===== src/rtl/router_output_unit_if.sv =====
// Port bundle for router_output_unit: input-FIFO heads, pop strobes and the registered output link.
// master = the output unit itself, slave = whatever drives the FIFOs and consumes the link.
interface router_output_unit_if #(
    parameter int NumInputs = 5,
    parameter int Width     = 66
);
    localparam int OwnerW = $clog2(NumInputs);

    logic [NumInputs-1:0]            fifo_empty;
    logic [NumInputs-1:0][Width-1:0] fifo_data;
    logic [NumInputs-1:0]            fifo_rdreq;
    logic [Width-1:0]                out_data;
    logic                            out_void;
    logic                            out_stop;
    logic                            locked;
    logic [OwnerW-1:0]               owner;
    logic [15:0]                     pkt_count;

    modport master (
        input  fifo_empty, fifo_data, out_stop,
        output fifo_rdreq, out_data, out_void, locked, owner, pkt_count
    );

    modport slave (
        output fifo_empty, fifo_data, out_stop,
        input  fifo_rdreq, out_data, out_void, locked, owner, pkt_count
    );
endinterface


===== src/rtl/router_output_unit.sv =====
// Wormhole output port: round-robin grant among input FIFO headers, lock until tail, registered link.
// Optional packet counter enabled by defining ROUTER_OUTPUT_UNIT_STATS_EN.
module router_output_unit #(
    parameter int NumInputs = 5,
    parameter int Width     = 66,
    parameter int Direction = 0
) (
    input  logic                  clk,
    input  logic                  rst,
    router_output_unit_if.master  link
);
    localparam int         OwnerW   = $clog2(NumInputs);
    localparam logic [1:0] TypeTail = 2'b01;
    localparam logic [1:0] TypeHead = 2'b10;

    typedef enum logic {StIdle, StLocked} state_t;

    state_t              r_state;
    logic [OwnerW-1:0]   r_owner;
    logic [OwnerW-1:0]   r_rr;
    logic [Width-1:0]    r_outData;
    logic                r_outVoid;

    logic [NumInputs-1:0] w_request;
    logic                 w_slotFree;
    logic                 w_pop;
    logic [OwnerW-1:0]    w_popIdx;
    logic [Width-1:0]     w_popData;
    logic [1:0]           w_popType;
    logic [OwnerW-1:0]    w_nextRr;
    logic [NumInputs-1:0] w_rdreq;

    assign w_slotFree = r_outVoid | ~link.out_stop;

    // An input requests only with a header (type 10 or 11) routed to this output.
    always_comb begin
        w_request = '0;
        for (int i = 0; i < NumInputs; i++) begin
            w_request[i] = ~link.fifo_empty[i] & link.fifo_data[i][Width-1]
                           & link.fifo_data[i][Direction];
        end
    end

    // Scanning from the far end down lets the requester closest to rr win the last write.
    always_comb begin
        int scanIdx;
        scanIdx  = 0;
        w_pop    = 1'b0;
        w_popIdx = '0;
        if (r_state == StLocked) begin
            w_popIdx = r_owner;
            w_pop    = ~link.fifo_empty[r_owner] & w_slotFree;
        end else begin
            for (int k = NumInputs - 1; k >= 0; k--) begin
                scanIdx = int'(r_rr) + k;
                if (scanIdx >= NumInputs) begin
                    scanIdx = scanIdx - NumInputs;
                end
                if (w_request[scanIdx]) begin
                    w_pop    = w_slotFree;
                    w_popIdx = OwnerW'(scanIdx);
                end
            end
        end
    end

    assign w_popData = link.fifo_data[w_popIdx];
    assign w_popType = w_popData[Width-1 -: 2];
    assign w_nextRr  = (w_popIdx == OwnerW'(NumInputs - 1)) ? '0 : w_popIdx + OwnerW'(1);

    always_comb begin
        w_rdreq = '0;
        if (w_pop && !rst) begin
            w_rdreq[w_popIdx] = 1'b1;
        end
    end

    // Output register plus lock state; a header showing up at the owner while locked is treated as body.
    always_ff @(posedge clk) begin
        if (rst) begin
            r_state   <= StIdle;
            r_owner   <= '0;
            r_rr      <= '0;
            r_outData <= '0;
            r_outVoid <= 1'b1;
        end else begin
            if (w_pop) begin
                r_outData <= w_popData;
                r_outVoid <= 1'b0;
            end else if (!link.out_stop) begin
                r_outVoid <= 1'b1;
            end
            case (r_state)
                StIdle: begin
                    if (w_pop) begin
                        r_rr <= w_nextRr;
                        if (w_popType == TypeHead) begin
                            r_state <= StLocked;
                            r_owner <= w_popIdx;
                        end
                    end
                end
                StLocked: begin
                    if (w_pop && w_popType == TypeTail) begin
                        r_state <= StIdle;
                    end
                end
                default: r_state <= StIdle;
            endcase
        end
    end

`ifdef ROUTER_OUTPUT_UNIT_STATS_EN
    logic [15:0] r_pktCount;

    // Tail (01) and single-flit (11) types both have the low type bit set.
    always_ff @(posedge clk) begin
        if (rst) begin
            r_pktCount <= '0;
        end else if (w_pop && w_popType[0]) begin
            r_pktCount <= r_pktCount + 16'd1;
        end
    end

    assign link.pkt_count = r_pktCount;
`else
    assign link.pkt_count = '0;
`endif

    assign link.fifo_rdreq = w_rdreq;
    assign link.out_data   = r_outData;
    assign link.out_void   = r_outVoid;
    assign link.locked     = (r_state == StLocked);
    assign link.owner      = r_owner;
endmodule


===== src/flat_wrapper.sv =====
// flat-port wrapper written by rule: the top's interface ports become plain ports
module router_output_unit_flat 
#(
    parameter int NumInputs = 5,
    parameter int Width     = 66,
    parameter int Direction = 0
)
  (clk, rst, link_fifo_empty, link_fifo_data, link_out_stop, link_fifo_rdreq, link_out_data, link_out_void, link_locked, link_owner, link_pkt_count);
  router_output_unit_if #(.NumInputs(NumInputs), .Width(Width)) link_i ();
  input  logic clk;
  input  logic rst;
  input wire logic [$bits(link_i.fifo_empty)-1:0] link_fifo_empty;
  input wire logic [$bits(link_i.fifo_data)-1:0] link_fifo_data;
  input wire logic [$bits(link_i.out_stop)-1:0] link_out_stop;
  output wire logic [$bits(link_i.fifo_rdreq)-1:0] link_fifo_rdreq;
  output wire logic [$bits(link_i.out_data)-1:0] link_out_data;
  output wire logic [$bits(link_i.out_void)-1:0] link_out_void;
  output wire logic [$bits(link_i.locked)-1:0] link_locked;
  output wire logic [$bits(link_i.owner)-1:0] link_owner;
  output wire logic [$bits(link_i.pkt_count)-1:0] link_pkt_count;
  assign link_i.fifo_empty = link_fifo_empty;
  assign link_i.fifo_data = link_fifo_data;
  assign link_i.out_stop = link_out_stop;
  assign link_fifo_rdreq = link_i.fifo_rdreq;
  assign link_out_data = link_i.out_data;
  assign link_out_void = link_i.out_void;
  assign link_locked = link_i.locked;
  assign link_owner = link_i.owner;
  assign link_pkt_count = link_i.pkt_count;
  router_output_unit #(.NumInputs(NumInputs), .Width(Width), .Direction(Direction)) u_core (.clk(clk), .rst(rst), .link(link_i));
endmodule

===== config.mk =====
export PLATFORM = sky130hd
export DESIGN_NAME = router_output_unit_flat
export DESIGN_NICKNAME = d
export VERILOG_FILES = /design/src/rtl/router_output_unit_if.sv /design/src/rtl/router_output_unit.sv /design/src/flat_wrapper.sv
export SDC_FILE = /design/constraint.sdc
export NUM_CORES = 1
export LEC_CHECK = 0
export ABC_CLOCK_PERIOD_IN_PS = 5450
export CAP_MARGIN = 30
export CORE_AREA = 2 2 167 169
export DETAILED_ROUTE_END_ITERATION = 12
export DIE_AREA = 0 0 169 171
export GPL_TIMING_DRIVEN = 0
export PLACE_DENSITY = 0.64
export SLEW_MARGIN = 20
export SYNTH_ARGS = -nofsm -noshare
export SYNTH_HDL_FRONTEND = slang
export SYNTH_SLANG_ARGS = --single-unit
export TNS_END_PERCENT = 1

===== constraint.sdc =====
create_clock -name clk -period 5.45 [get_ports clk]
set_input_delay 0.545 -clock clk [delete_from_list [all_inputs] [get_ports clk]]
set_output_delay 0.545 -clock clk [all_outputs]
set_load 0.02 [all_outputs]

======== Yosys cells after proc, flatten, opt, wreduce, memory -nomap -nowiden ========
Cells that the tools add are included.
storage, ports and cells
  logic and storage cells ................. 109
  input port bits ......................... 338
  output and inout bits ................... 92
  flip-flop bits (word level) ............. 74
operators by class
  equal/unequal tests ..................... 4
  muxes and demuxes ....................... 51
  reductions and logical operators ........ 6
  bitwise gates (word level) .............. 20
  add/subtract/negate cells ............... 10
  order comparisons ....................... 13
operators with widths
  kind                     count
  $mux W32                 10
  $bmux W66 S3             1
  $lt A32 B5 Y1 const B    5
  $ge A32 B4 Y1 const B    4
  $sub A32 B4 Y32 const B  4
  $mux W66                 1
  $mux W1                  23
  $mux W3                  7
  $bmux W1 S3              6
  $and A1 B1 Y1            11
  $add A3 B2 Y4 const B    2
  $lt A3 B4 Y1 const B     2
  $not A1 Y1               8
  $mux W5                  1
  $add A3 B1 Y4 const B    1
  $add A3 B3 Y4 const B    1
  $sub A3 B3 Y4 const B    1
  $add A3 B1 Y3 const B    1
  $demux W1 S3             1
  $eq A3 B3 Y1 const B     1
  $ge A3 B1 Y1 const B     1
  $ge A3 B3 Y1 const B     1
  $logic_and A1 B1 Y1      3
  $reduce_and A3 Y1        1
  other kinds (7)          7

======== Longest topological paths before layout ========
  depth after elaboration ................. 19
  mapped depth ............................ 20
  depth with buffers taken out ............ 16

======== Worst setup path after synthesis ========
Ideal clock, no wire load.
  path type ............................... register to output
  start point ............................. reg u_core.r_rr[0]
  end point ............................... out link_fifo_rdreq[2]
  path buffers ............................ 4
  stages on the path, launching flop included .. 18
  arrival ................................. 3.805 ns
  required time ........................... 4.905 ns
  setup slack ............................. 1.100 ns
  cells stage by stage .................... dfxtp_1 -> clkbuf_2 -> inv_1 -> buf_2 -> ha_1 -> inv_1 -> ha_1 -> a211oi_2 -> a211oi_1 -> o32ai_2 -> o211ai_1 -> or4_1 -> nor2_1 -> a21boi_1 -> nor2_1 -> buf_2 -> buf_2 -> and3_1
between the ends
  word-level cells in the longest chain between the ends .. 18
  elaborated cells on any way between the ends .. 58
  classes of those cells .................. 9 x add/sub; 7 x order compare; 40 x mux; 2 x reduce/logical
RTL lines
  what                                                                       line                                                text
  start: declaration                                                         router_output_unit.sv:20                            logic [OwnerW-1:0] r_rr;
  start signal: assignment                                                   router_output_unit.sv:96                            r_rr <= w_nextRr;
  $add A3 B3 Y4                                                              router_output_unit.sv:55                            scanIdx = int'(r_rr) + k;
  $sub A32 B4 Y32 / $ge A32 B4 Y1 (equally long branches)                    router_output_unit.sv:57, router_output_unit.sv:56
  $mux W32                                                                   router_output_unit.sv:56                            if (scanIdx >= NumInputs) begin
  $mux W32                                                                   router_output_unit.sv:50                            if (r_state == StLocked) begin
  $bmux W1 S3                                                                router_output_unit.sv:59                            if (w_request[scanIdx]) begin
  $mux W1 (implied by the code) (2 in series)                                router_output_unit.sv:59
  $mux W3 (5 in series)                                                      router_output_unit.sv:59
  $mux W3                                                                    router_output_unit.sv:50
  $lt A3 B4 Y1 (implied by the code) / $ge A3 B1 Y1 (equally long branches)  router_output_unit.sv:74                            w_rdreq[w_popIdx] = 1'b1;
  $logic_and A1 B1 Y1 (implied by the code)                                  router_output_unit.sv:74
  $mux W1 (implied by the code)                                              router_output_unit.sv:74
  $demux W1 S3                                                               --
  $mux W5 *                                                                  router_output_unit.sv:73                            if (w_pop && !rst) begin
  end: declaration                                                           flat_wrapper.sv:15                                  output wire logic [$bits(link_i.fifo_rdreq)-1:0] link_fifo_rdreq;
Every way passes the cells marked *; elsewhere a longest branch is shown, timed or not. The select of a mux whose other input is x is not followed.

======== Worst setup path in the final report ========
  start point ............................. reg u_core.r_rr[0]
  end point ............................... out link_fifo_rdreq[1]
Same word-level chain as after synthesis.

==> flow_summary.ini <==
[final_layout]
layout-drive-gt1-share_pct = 13.08
antenna-diode-count = 0
area_growth_pct = 75.94
nNetsFinal = 1584

[sta]
fin_setup_tns_ns = 0
hold_viol = 0
fin_crit_ns = 5.421
timing.hold.ws_ns = 0.4876
setup_ws_ns = 0.02882
max_freq_mhz = 184.5
skew_ns = 0.006260
slew_viol_final = 0
rsz0062_at_grt = true
setup_viol = 0
relSlewSlack_pct = 43.66
worstMarginPinSlew_ns = 0.8451
layout_worst_path_cycle_share_pct = 99.47

[global_route]
grt_first_pass_wirelength_um = 48600
gr-usage-all-layers_pct = 22.32
grt_pass1_vias = 8010
grt-ovfl-total = 0
antenna_found_initial = 0
grt_max_degree = 20

[floorplan]
start_util_pct = 24.46
num_rows = 61
dieArea_mm2 = 0.02890
die_h_um = 171
chipWidth_um = 169
num_io_pins = 430
core_mm2 = 0.02732

[critical_path]
path_cells = clkbuf_2, inv_1, buf_4, ha_1, inv_1, fa_1, a211oi_1, a211oi_1, o32ai_2, o211ai_1, a211o_1, a21o_1, nor3_4, buf_6, and3_1, clkdlybuf4s50_1
end_kind = output pin
crit_buf_inv = 6
slowest_stage = clkdlybuf4s50_1
crit_path_end = link_fifo_rdreq[1]
crit_type = reg -> out
r2r_cells = 19
critPathLaunch = u_core.r_rr[0]
start_kind = flip-flop
r2r_slack_ns = 0.37
cp.arrival_ns = 4.88
cpPeakStageDelay_ns = 0.61
worst-path-stages = 16
required_ns = 4.91
crit_path_max_fanout = 19
r2r-end = u_core.link.out_data[41]
cpLargestDelayFamily = compound AO/OA/AOI/OAI gates
rr_startpoint = u_core.r_rr[0]

[placed_design]
place.gp.congestion = 0.9018
dp_hpwl_um = 27320
place_ws_ns = -0.3922
port_buffers = 413

[route]
vias_per_cell = 5.144
vias = 8153
ant_nets = 0
first_pass_iters = 4
wl_um = 33810
wl_per_cell_um = 21.33
post-route-drc-count = 0
dr.first_iter.drc_count = 439

[clocking]
holdBufCountCts = 0
htree_levels = 3
cts_inserted_buffers = 9
clk_pin_slew_ns = 0.06
cts_tree = built
clk_latency_ns = 0.34
max-clock-path-buffers = 2
clock-root-buffer = clkbuf_16
clock-sinks = 74

[logic_synthesis]
yosysTopAreaCellShare_pct = 22.17
netlist.top_cell.by_area = dfxtp_1
synth_ff_type = dfxtp_1
ys_seq_elements = 74
seq_area_frac_synth_pct = 22.17
synth_edf_count = 0
synthesis.instances = 792
yosysWarnings = 0
synth_cell_types = 70
synth_area_per_cell_um2 = 8.438
synth_area_leaders = dfxtp_1 (22%), mux2_2 (11%), mux2i_1 (11%), o2bb2ai_1 (8.7%), a221oi_1 (8.5%)
synth_area_mm2 = 0.006683
synthArstFlopShare_pct = 0

[min_path]
min_path_type = reg -> reg
hold_start = u_core.link.out_data[55]

[job]
drv_cap = 0

[run_status]
status = finished clean

[power]
peakVddDrop_mv = 0.2331
cellLeakagePower_uw = 0.004247
power.density_mw_per_mm2 = 600.6
[through the flow]
step	cells	power [uW]	instance area, um^2	util (%)
2_1_floorplan	807	4416	6739	-
3_3_place_gp	1566	6292	11310	41.38
3_5_place_dp	1566	6323	11310	41.38
4_1_cts	1585	7085	11710	42.87
5_1_grt	1585	7644	11760	43.03
6_report	1585	7061	11760	43.03
[Yosys cell counts, types with 3 or more instances]
| cell type | number |
|---|---|
| inv_1 | 12 |
| mux2_2 | 65 |
| nand2_1 | 8 |
| a21oi_1 | 21 |
| nand2b_1 | 12 |
| clkbuf_1 | 36 |
| ha_1 | 11 |
| a221oi_1 | 65 |
| o2bb2ai_1 | 66 |
| nor4_1 | 5 |
| and3_1 | 4 |
| buf_2 | 26 |
| o21bai_1 | 3 |
| a31oi_1 | 3 |
| nor2b_1 | 7 |
| buf_1 | 3 |
| nand3b_1 | 6 |
| a211oi_1 | 11 |
| dfxtp_1 | 74 |
| o21ai_0 | 8 |
| nor3_1 | 78 |
| buf_4 | 24 |
| nand3_1 | 9 |
| or3_1 | 3 |
| mux2i_1 | 71 |
| a21o_1 | 6 |
| nor2_1 | 95 |
| o211ai_1 | 5 |
| a211o_1 | 3 |
[cells by family after synthesis]
kind of cell,count (synthesis),share of synthesized area [%]
and+or+nand+nor,241,17.97
other,1,0.05612
DFF,74,22.17
AOI/OAI and AO/OA,220,27.24
muxes,139,22.26
buffers and inverters,104,7.807
adders and majority gates,12,2.359
xor gates and xnor gates,1,0.1311
[flip-flops by register name (all words and copies together), names as in the netlist]
register / cells
u_core.link.locked: 1
u_core.link.out_data: 66
u_core.link.out_void: 1
u_core.link.owner: 3
u_core.r_rr: 3
[cell type report]
type                    count  area (um^2)
multi-input cells         629         4800
inverters                  13        53.80
clock buffers              11        232.7
clock inverters             5        86.33
flip-flops and latches     74         1483
well taps                 346        432.9
fillers                  2728        15570
repair buffers            419         4180
plain buffers              88        489.2
[worst min path at each step]
stage | end | slack [ns] | cells after the start
2_1_floorplan | u_core.link.out_data[56] | 0.56 | 2
3_3_place_gp | u_core.link.out_data[43] | 0.48 | 2
3_5_place_dp | u_core.link.out_data[46] | 0.48 | 2
4_1_cts | u_core.link.out_data[58] | 0.49 | 2
5_1_grt | u_core.link.out_data[29] | 0.51 | 2
6_report | u_core.link.out_data[55] | 0.49 | 2
[where the power goes]
part           total [uW]  leakage, uW  internal [uW]  switching (uW)
Clock                 656     0.000155            406             250
Sequential            888     0.000614            760             127
Combinational        5520      0.00348           2290            3230
[worst register-to-register path: cells and delay by family, from the launching register on]
family	cells	cell delay, ns
buffers and inverters	7	1.54
flip-flops	1	0.33
AND/OR/NAND/NOR	2	0.24
AO/OA/AOI/OAI	8	2.22
adder cells (fa/ha/maj)	2	0.61
[per-layer routing]
metal,vias up,GRT usage [%],share of wire (%)
li1,3933,-,-
met1,3826,28.71,42
met2,351,38.17,49
met3,43,4.349,6.7
met4,0,5.983,2.1
met5,-,0,0
[timing repair]
item	4_1_cts	5_1_grt
endpoints found under the hold margin	0	0
resized for setup	16	13
endpoints found under the setup margin	5	6
pin swaps	4	2
cloned	0	0
setup buffers	6	0
[layout by cell type, fill, tap and decap left out, types with 3 or more instances in the layout]
cell and instances:
clkdlybuf4s50_1 411, nor2_1 95, nor3_1 78, dfxtp_1 73, mux2i_1 71, o2bb2ai_1 66
mux2_2 65, a221oi_1 65, clkbuf_1 36, buf_4 28, buf_2 21, a21oi_1 18
conb_1 16, nand2b_1 12, inv_1 11, a211oi_1 10, ha_1 10, nand3_1 9
clkbuf_16 9, o21ai_0 8, nand2_1 8, nor2b_1 7, nand3b_1 6, a21o_1 6
buf_6 6, o211ai_1 5, nor4_1 5, a21oi_2 4, and3_1 4, or3_1 3
o21bai_1 3, a211o_1 3, a31oi_1 3, buf_1 3
No activity file was read; power rests on OpenSTA's default activity.
